File: config.mk
export PLATFORM = sky130hd
export DESIGN_NAME = rom_loader_flat
export DESIGN_NICKNAME = d
export VERILOG_FILES = /design/src/rtl/rom_loader_if.sv /design/src/rtl/rom_loader.sv /design/src/flat_wrapper.sv
export SDC_FILE = /design/constraint.sdc
export NUM_CORES = 1
export LEC_CHECK = 0
export ABC_AREA = 1
export CELL_PAD_IN_SITES_DETAIL_PLACEMENT = 0
export CELL_PAD_IN_SITES_GLOBAL_PLACEMENT = 1
export CORE_MARGIN = 2
export CORE_UTILIZATION = 41
export CTS_CLUSTER_DIAMETER = 50
export DETAILED_ROUTE_END_ITERATION = 8
export HOLD_SLACK_MARGIN = 0.06
export PLACE_DENSITY_LB_ADDON = 0.1
export SYNTH_ARGS = -nofsm -noshare
export SYNTH_HDL_FRONTEND = slang
export SYNTH_SLANG_ARGS = --single-unit
File: constraint.sdc
create_clock -name clk -period 2.9 [get_ports clk]
set_input_delay 0.725 -clock clk [delete_from_list [all_inputs] [get_ports clk]]
set_output_delay 0.725 -clock clk [all_outputs]
set_load 0.05 [all_outputs]
File: src/rtl/rom_loader_if.sv
// Shared types and the stream/ROM bus bundle for rom_loader.
// rom_loader_pkg is kept here so it is compiled before the interface and the loader.
package rom_loader_pkg;
    localparam int unsigned WORD_W = 32;
    localparam int unsigned BYTE_W = 8;

    typedef logic [WORD_W-1:0] word_t;

    typedef enum logic [1:0] {
        RAM_IDLE = 2'd0,
        RAM_WAIT = 2'd1,
        RAM_DONE = 2'd2
    } ram_state_t;
endpackage

interface rom_loader_if;
    import rom_loader_pkg::*;

    logic [BYTE_W-1:0] rx_data;
    logic              rx_valid;
    logic              rx_ready;
    word_t             ram_addr;
    word_t             ram_store;
    logic              ram_wen;
    logic              ram_ren;
    ram_state_t        ram_state;

    modport master (
        input  rx_data, rx_valid, ram_state,
        output rx_ready, ram_addr, ram_store, ram_wen, ram_ren
    );

    modport slave (
        output rx_data, rx_valid, ram_state,
        input  rx_ready, ram_addr, ram_store, ram_wen, ram_ren
    );
endinterface

File: src/rtl/rom_loader.sv
// Boot loader: header word count, then N little-endian words written to consecutive ROM addresses.
// Optional trailer checksum compiled in with ROM_LOADER_CHECKSUM_EN.
module rom_loader
    import rom_loader_pkg::*;
#(
    parameter word_t       BASE_ADDR = 32'h0000_0000,
    parameter int unsigned MAX_WORDS = 1024
) (
    input  logic             clk,
    input  logic             nrst,
    input  logic             start,
    rom_loader_if.master     bus,
    output logic             busy,
    output logic             done,
    output logic             error,
    output word_t            words_written
);

    typedef enum logic [2:0] {
        S_IDLE, S_HDR, S_DATA, S_WRITE, S_WAIT, S_CSUM, S_DONE, S_ERR
    } state_t;

`ifdef ROM_LOADER_CHECKSUM_EN
    localparam state_t S_AFTER_LAST = S_CSUM;
`else
    localparam state_t S_AFTER_LAST = S_DONE;
`endif

    state_t      state_q, state_d;
    logic [1:0]  byte_idx_q, byte_idx_d;
    logic [23:0] word_q, word_d;
    word_t       count_q, count_d;
    word_t       ww_q, ww_d;
    word_t       ram_addr_q, ram_addr_d;
    word_t       ram_store_q, ram_store_d;
    logic        ram_wen_q, ram_wen_d;
    logic        rx_ready_q, rx_ready_d;
    logic        busy_q, busy_d;
    logic        done_q, done_d;
    logic        error_q, error_d;
`ifdef ROM_LOADER_CHECKSUM_EN
    word_t       csum_q, csum_d;
`endif

    logic  accept;
    logic  last_byte;
    word_t full_word;

    // Next-state, datapath and registered-output decode
    always_comb begin
        state_d     = state_q;
        byte_idx_d  = byte_idx_q;
        word_d      = word_q;
        count_d     = count_q;
        ww_d        = ww_q;
        ram_addr_d  = ram_addr_q;
        ram_store_d = ram_store_q;
        ram_wen_d   = ram_wen_q;
`ifdef ROM_LOADER_CHECKSUM_EN
        csum_d      = csum_q;
`endif
        accept    = bus.rx_valid && rx_ready_q;
        last_byte = (byte_idx_q == 2'd3);
        full_word = {bus.rx_data, word_q};

        case (state_q)
            S_IDLE, S_DONE, S_ERR: begin
                if (start) begin
                    state_d    = S_HDR;
                    ww_d       = '0;
                    byte_idx_d = '0;
`ifdef ROM_LOADER_CHECKSUM_EN
                    csum_d     = '0;
`endif
                end
            end
            S_HDR, S_DATA, S_CSUM: begin
                if (accept) begin
                    byte_idx_d = byte_idx_q + 2'd1;
                    case (byte_idx_q)
                        2'd0:    word_d[7:0]   = bus.rx_data;
                        2'd1:    word_d[15:8]  = bus.rx_data;
                        2'd2:    word_d[23:16] = bus.rx_data;
                        default: ;
                    endcase
                    if (last_byte) begin
                        if (state_q == S_HDR) begin
                            count_d = full_word;
                            if (full_word > 32'(MAX_WORDS))
                                state_d = S_ERR;
                            else if (full_word == '0)
                                state_d = S_AFTER_LAST;
                            else
                                state_d = S_DATA;
                        end else if (state_q == S_DATA) begin
                            state_d     = S_WRITE;
                            ram_wen_d   = 1'b1;
                            ram_addr_d  = BASE_ADDR + {ww_q[29:0], 2'b00};
                            ram_store_d = full_word;
`ifdef ROM_LOADER_CHECKSUM_EN
                            csum_d      = csum_q + full_word;
`endif
                        end else begin
`ifdef ROM_LOADER_CHECKSUM_EN
                            state_d = (full_word == csum_q) ? S_DONE : S_ERR;
`else
                            state_d = S_ERR;
`endif
                        end
                    end
                end
            end
            // wen is guaranteed across the edge that ends WRITE
            S_WRITE: state_d = S_WAIT;
            S_WAIT: begin
                if (bus.ram_state != RAM_WAIT) begin
                    ram_wen_d = 1'b0;
                    ww_d      = ww_q + 32'd1;
                    state_d   = ((ww_q + 32'd1) < count_q) ? S_DATA : S_AFTER_LAST;
                end
            end
            default: state_d = S_IDLE;
        endcase

        rx_ready_d = (state_d == S_HDR) || (state_d == S_DATA) || (state_d == S_CSUM);
        busy_d     = !((state_d == S_IDLE) || (state_d == S_DONE) || (state_d == S_ERR));
        done_d     = (state_d == S_DONE);
        error_d    = (state_d == S_ERR);
    end

    always_ff @(posedge clk or negedge nrst) begin
        if (!nrst) begin
            state_q     <= S_IDLE;
            byte_idx_q  <= '0;
            word_q      <= '0;
            count_q     <= '0;
            ww_q        <= '0;
            ram_addr_q  <= '0;
            ram_store_q <= '0;
            ram_wen_q   <= 1'b0;
            rx_ready_q  <= 1'b0;
            busy_q      <= 1'b0;
            done_q      <= 1'b0;
            error_q     <= 1'b0;
`ifdef ROM_LOADER_CHECKSUM_EN
            csum_q      <= '0;
`endif
        end else begin
            state_q     <= state_d;
            byte_idx_q  <= byte_idx_d;
            word_q      <= word_d;
            count_q     <= count_d;
            ww_q        <= ww_d;
            ram_addr_q  <= ram_addr_d;
            ram_store_q <= ram_store_d;
            ram_wen_q   <= ram_wen_d;
            rx_ready_q  <= rx_ready_d;
            busy_q      <= busy_d;
            done_q      <= done_d;
            error_q     <= error_d;
`ifdef ROM_LOADER_CHECKSUM_EN
            csum_q      <= csum_d;
`endif
        end
    end

    assign bus.rx_ready   = rx_ready_q;
    assign bus.ram_addr   = ram_addr_q;
    assign bus.ram_store  = ram_store_q;
    assign bus.ram_wen    = ram_wen_q;
    assign bus.ram_ren    = 1'b0;
    assign busy           = busy_q;
    assign done           = done_q;
    assign error          = error_q;
    assign words_written  = ww_q;

endmodule

File: src/flat_wrapper.sv
// flat-port wrapper written by rule: the top's interface ports become plain ports
module rom_loader_flat import rom_loader_pkg::*;
#(
    parameter word_t       BASE_ADDR = 32'h0000_0000,
    parameter int unsigned MAX_WORDS = 1024
)
  (clk, nrst, start, busy, done, error, words_written, bus_rx_data, bus_rx_valid, bus_ram_state, bus_rx_ready, bus_ram_addr, bus_ram_store, bus_ram_wen, bus_ram_ren);
  rom_loader_if bus_i ();
  input  logic clk;
  input  logic nrst;
  input  logic start;
  output logic busy;
  output logic done;
  output logic error;
  output word_t words_written;
  input wire logic [$bits(bus_i.rx_data)-1:0] bus_rx_data;
  input wire logic [$bits(bus_i.rx_valid)-1:0] bus_rx_valid;
  input wire logic [$bits(bus_i.ram_state)-1:0] bus_ram_state;
  output wire logic [$bits(bus_i.rx_ready)-1:0] bus_rx_ready;
  output wire logic [$bits(bus_i.ram_addr)-1:0] bus_ram_addr;
  output wire logic [$bits(bus_i.ram_store)-1:0] bus_ram_store;
  output wire logic [$bits(bus_i.ram_wen)-1:0] bus_ram_wen;
  output wire logic [$bits(bus_i.ram_ren)-1:0] bus_ram_ren;
  assign bus_i.rx_data = bus_rx_data;
  assign bus_i.rx_valid = bus_rx_valid;
  assign bus_i.ram_state = bus_ram_state;
  assign bus_rx_ready = bus_i.rx_ready;
  assign bus_ram_addr = bus_i.ram_addr;
  assign bus_ram_store = bus_i.ram_store;
  assign bus_ram_wen = bus_i.ram_wen;
  assign bus_ram_ren = bus_i.ram_ren;
  rom_loader #(.BASE_ADDR(BASE_ADDR), .MAX_WORDS(MAX_WORDS)) u_core (.clk(clk), .nrst(nrst), .start(start), .bus(bus_i), .busy(busy), .done(done), .error(error), .words_written(words_written));
endmodule
==> flow_summary.rst <==
.. list-table::
   :header-rows: 1

   * - Metric
     - Value
   * - Status
     - complete, but fails checks
   * - Failing checks
     - negative setup slack
   * - Remaining Overflow, GRT
     - 0
   * - Die width
     - 142 microns
   * - Ranking of synthesized cells by area
     - sky130_fd_sc_hd__dfrtp_1 51%, sky130_fd_sc_hd__nand2_1 11%, sky130_fd_sc_hd__o21ai_0 8.7%, sky130_fd_sc_hd__inv_1 7.1%, sky130_fd_sc_hd__ha_1 5.7%
   * - VDD IR max
     - 392 uV
   * - Fin area
     - 10700 sq um
   * - Overall power of the completed layout
     - 7.60 mW
   * - Final hold viol count
     - 0
   * - Worst Setup SP
     - u_core.words_written[1]
   * - Count of final max-slew check failures
     - 0
   * - DRC marker count from the first detailed-route iteration
     - 384
   * - Antenna Violating Nets Remaining
     - 0
   * - Switching power as a share of total power
     - 37.1%
   * - PwrDens
     - 712 nW/um^2
   * - Endpoints failing setup
     - 2
   * - Minimum clock period after layout
     - 2.92 ns
   * - Clock input transition at the sequential cells of the worst setup and hold paths
     - 0.07 ns
   * - LEAKAGE
     - 5.09 nW
   * - Post-route setup slack
     - -0.0207 ns
   * - Routed length per instance
     - 15.7 microns
   * - Yosys top cell by area
     - sky130_fd_sc_hd__dfrtp_1
   * - CTS Root Buffer Type
     - sky130_fd_sc_hd__clkbuf_16
   * - Comb power frac
     - 31.5%
   * - Number of buffers added to fix hold violations after cts
     - 0
   * - Met2 routing resource usage after global routing
     - 35.0%
   * - Origin of the critical flop-to-flop path
     - u_core.words_written[1]
   * - Largest fanout of any net on the critical path
     - 5
   * - Area growth from synthesis to layout
     - 36.0%
   * - Post-Syn Area
     - 7850 sq um
   * - Port Buffer Count
     - 112
   * - Insertion delay to the later sink of the worst-skew pair
     - 0.43 ns
   * - Synth warn
     - 0
   * - Worst reg-to-reg setup slack
     - -0.02 ns
   * - Ratio of cells with drive above 1 in the final layout
     - 16.1%
   * - Count of maximum capacitance violations
     - 0
   * - Arrival time reported for the critical path endpoint
     - 3.24 ns
   * - DIE AREA
     - 20300 sq um
   * - Clock network fraction of design power
     - 29.6%
   * - Layer with the highest usage after global routing
     - met2
   * - Number of global-route vias before repair
     - 6540
   * - Number of buffers created by CTS
     - 17
   * - Type of the most critical hold path
     - input pin to asynchronous set/reset pin
   * - Fin nets
     - 1190
   * - Crit path kind
     - register to register
   * - DRC violations left
     - 0
   * - Maximum buffer depth of the clock tree
     - 2
   * - Internal Pwr Total
     - 4.78 mW
   * - Number of synthesized register bits
     - 160
   * - First-pass GRT wire length
     - 34900 microns
   * - M3 GR Usage
     - 4.00%
   * - Element type at the critical path end
     - register
   * - Maximum number of pins on one net before global-route repair
     - 71
   * - Clock tree from TritonCTS
     - done
   * - Timing-limited maximum frequency
     - 0.342 GHz
   * - Area of the core region
     - 18800 sq um
   * - Total Routed Length
     - 21800 microns
   * - Gr usage total
     - 22.4%
   * - R2R depth
     - 24
   * - RSZ-0062 raised after global routing
     - yes
   * - Switching power total
     - 2.82 mW
   * - Area share of the largest cell type after synthesis
     - 51.0%
   * - Proportion of synthesized chip area in sequential cells
     - 51.0%
   * - Setup crit end
     - u_core.busy
   * - Sink count of the clock tree
     - 160
   * - Distinct cell type count after synthesis
     - 36
   * - Max-slew headroom
     - 60.5%
   * - Cell area reported after detailed placement
     - 9790 sq um
   * - Initial cell density of the core
     - 41.8%
   * - Std cell rows
     - 50
   * - Vias per Instance
     - 4.86
   * - Routability congestion estimate from global placement
     - 0.906
   * - Global Route met1 Usage
     - 31.4%
   * - Synthesized area per cell
     - 8.24 sq um
   * - Sequential share of power
     - 38.9%
   * - CTS HTree Levels
     - 4
   * - Required time reported for the critical path endpoint
     - 3.22 ns
   * - Post-route clock skew
     - 0.00974 ns
   * - Reg2reg end
     - u_core.busy
   * - Kind of launch point of the worst setup path
     - register
   * - Post-Synthesis Cells
     - 952
   * - Vertical die dimension
     - 142 microns
   * - Number of antenna violations at the first check in global routing
     - 0
   * - Count of boundary I/O pins
     - 116
   * - Placed wire-length estimate
     - 16200 microns
   * - Ant. Diodes
     - 0
   * - Fin crit share
     - 101%
   * - Vias post-DR
     - 6739
   * - Transition at the pin with the smallest max-transition slack
     - 0.591 ns
   * - First-pass detailed-route iteration total
     - 7
[final cells by class]
class | instances | area [sq um]
clock inverter | 11 | 130
timing repair buffer | 198 | 1810
inverter | 156 | 591
sequential | 160 | 4010
fill | 1763 | 8100
multi-input combinational | 607 | 3380
clock buffer | 20 | 457
tap | 234 | 293
[flip-flops by register name (all words and copies together), names as in the netlist]
| signal | cells |
|---|---|
| u_core.bus.rx_ready | 1 |
| u_core.error | 1 |
| u_core.state_q | 3 |
| u_core.count_q | 32 |
| u_core.bus.ram_wen | 1 |
| u_core.bus.ram_store | 32 |
| u_core.busy | 1 |
| u_core.word_q | 24 |
| u_core.byte_idx_q | 2 |
| u_core.words_written | 32 |
| u_core.bus.ram_addr | 30 |
| u_core.done | 1 |
[power by group through the flow]
| stage | sequential (mW) | clock, mW | combinational (mW) |
|---|---|---|---|
| final | 2.95 | 2.25 | 2.39 |
| after global routing | 3.01 | 2.39 | 2.69 |
| after CTS | 2.96 | 2.30 | 2.39 |
| after detailed placement | 2.99 | 0 | 2.36 |
| after global placement | 2.98 | 0 | 2.33 |
| after floorplan | 3.32 | 0 | 1.22 |
[cells in the mapped netlist, drive strengths merged]
cell     number
dfrtp       160
or2           2
nor3b         1
or3           1
nor4          5
o31ai         1
nor3         15
nand3b        1
nand4        12
nor2         61
nand2       242
and2          2
a21oi        20
ha           36
inv         156
o22ai        20
xor2         21
o21a          2
clkbuf       21
o2111ai       1
o21ai       141
nand3        20
conb          1
buf          10
[metal layers]
metal  share of wire, %  vias to the layer above  wire (microns)
met3                4.2                       30             903
met4                2.0                        0             444
met1                 48                     3136           10400
met5                  0                        -               0
met2                 46                      169           10000
li1                   -                     3404               -
[what timing repair did]
| item | 4_1_cts | 5_1_grt |
|---|---|---|
| endpoints found under the setup margin | 5 | 5 |
| pin swaps | 3 | 27 |
| buffers inserted | 3 | 2 |
| resized for setup | 12 | 43 |
[through the flow]
stage                     util [%]  setup slack (ns)  TNS, ns  hold WS [ns]  std cells
after floorplan                  -           -0.0378  -0.0378         0.429        954
after global placement        52.2            -0.215   -0.871         0.464       1350
final                         56.9           -0.0207  -0.0261         0.206       1386
after detailed placement      52.2            -0.188   -0.738         0.472       1350
after CTS                     55.7          0.000403        0         0.200       1384
after global routing          56.9            -0.249   -0.877         0.217       1386
[placed cells by master (no fill, tap or decap), drive strengths merged, types with 3 or more instances in the layout]
cell and count:
dfrtp 160, o21ai 141, inv 159, nor4 5, nand3 20, clkinvlp 4
nand2 242, xor2 21, nor2 61, nor3 15, buf 87, conb 3
o22ai 20, clkdlybuf4s50 111, a21oi 20, clkbuf 20, nand4 12, ha 36
[worst max-delay path, stage by stage (launching register included)]
cell and delay, ns:
sky130_fd_sc_hd__dfrtp_2 0.39, sky130_fd_sc_hd__ha_4 0.15, sky130_fd_sc_hd__inv_4 0.04, sky130_fd_sc_hd__nor3_4 0.21
sky130_fd_sc_hd__nand2_2 0.11, sky130_fd_sc_hd__nor2_4 0.13, sky130_fd_sc_hd__nand2_2 0.09, sky130_fd_sc_hd__nor3_4 0.19
sky130_fd_sc_hd__nand3_2 0.12, sky130_fd_sc_hd__nor2_1 0.12, sky130_fd_sc_hd__nand2_1 0.07, sky130_fd_sc_hd__nand2_1 0.08
sky130_fd_sc_hd__inv_2 0.04, sky130_fd_sc_hd__ha_4 0.25, sky130_fd_sc_hd__nand2_2 0.04, sky130_fd_sc_hd__o21ai_1 0.11
sky130_fd_sc_hd__nand2_1 0.06, sky130_fd_sc_hd__a21oi_1 0.15, sky130_fd_sc_hd__nor2_1 0.07, sky130_fd_sc_hd__nand2_2 0.09
sky130_fd_sc_hd__nand2_4 0.07, sky130_fd_sc_hd__nand3_4 0.09, sky130_fd_sc_hd__nand2_2 0.05, sky130_fd_sc_hd__nand2_1 0.05
sky130_fd_sc_hd__inv_1 0.04
[cell families (layout without fill, tap and decap cells)]
group | Yosys count | after routing | share of synthesized area [%]
buffers and inverters | 187 | 385 | 9.19
AND/OR/NAND/NOR | 362 | 362 | 19.3
flip-flops | 160 | 160 | 51.0
adder cells (fa/ha/maj) | 36 | 36 | 5.74
other | 1 | 3 | 0.0478
XOR/XNOR | 21 | 21 | 2.34
AO/OA/AOI/OAI | 185 | 185 | 12.3
[how the worst min path moves through the flow]
stage,end,slack [ns],cells after the start
finish,u_core.words_written[9],0.21,1
global route,u_core.bus.ram_addr[6],0.22,1
CTS,u_core.bus.ram_addr[6],0.20,1
detailed placement,u_core.bus.ram_addr[24],0.47,2
global placement,u_core.bus.ram_addr[20],0.46,2
floorplan,u_core.bus.ram_addr[10],0.43,0
(Power assumes the default switching activity.)
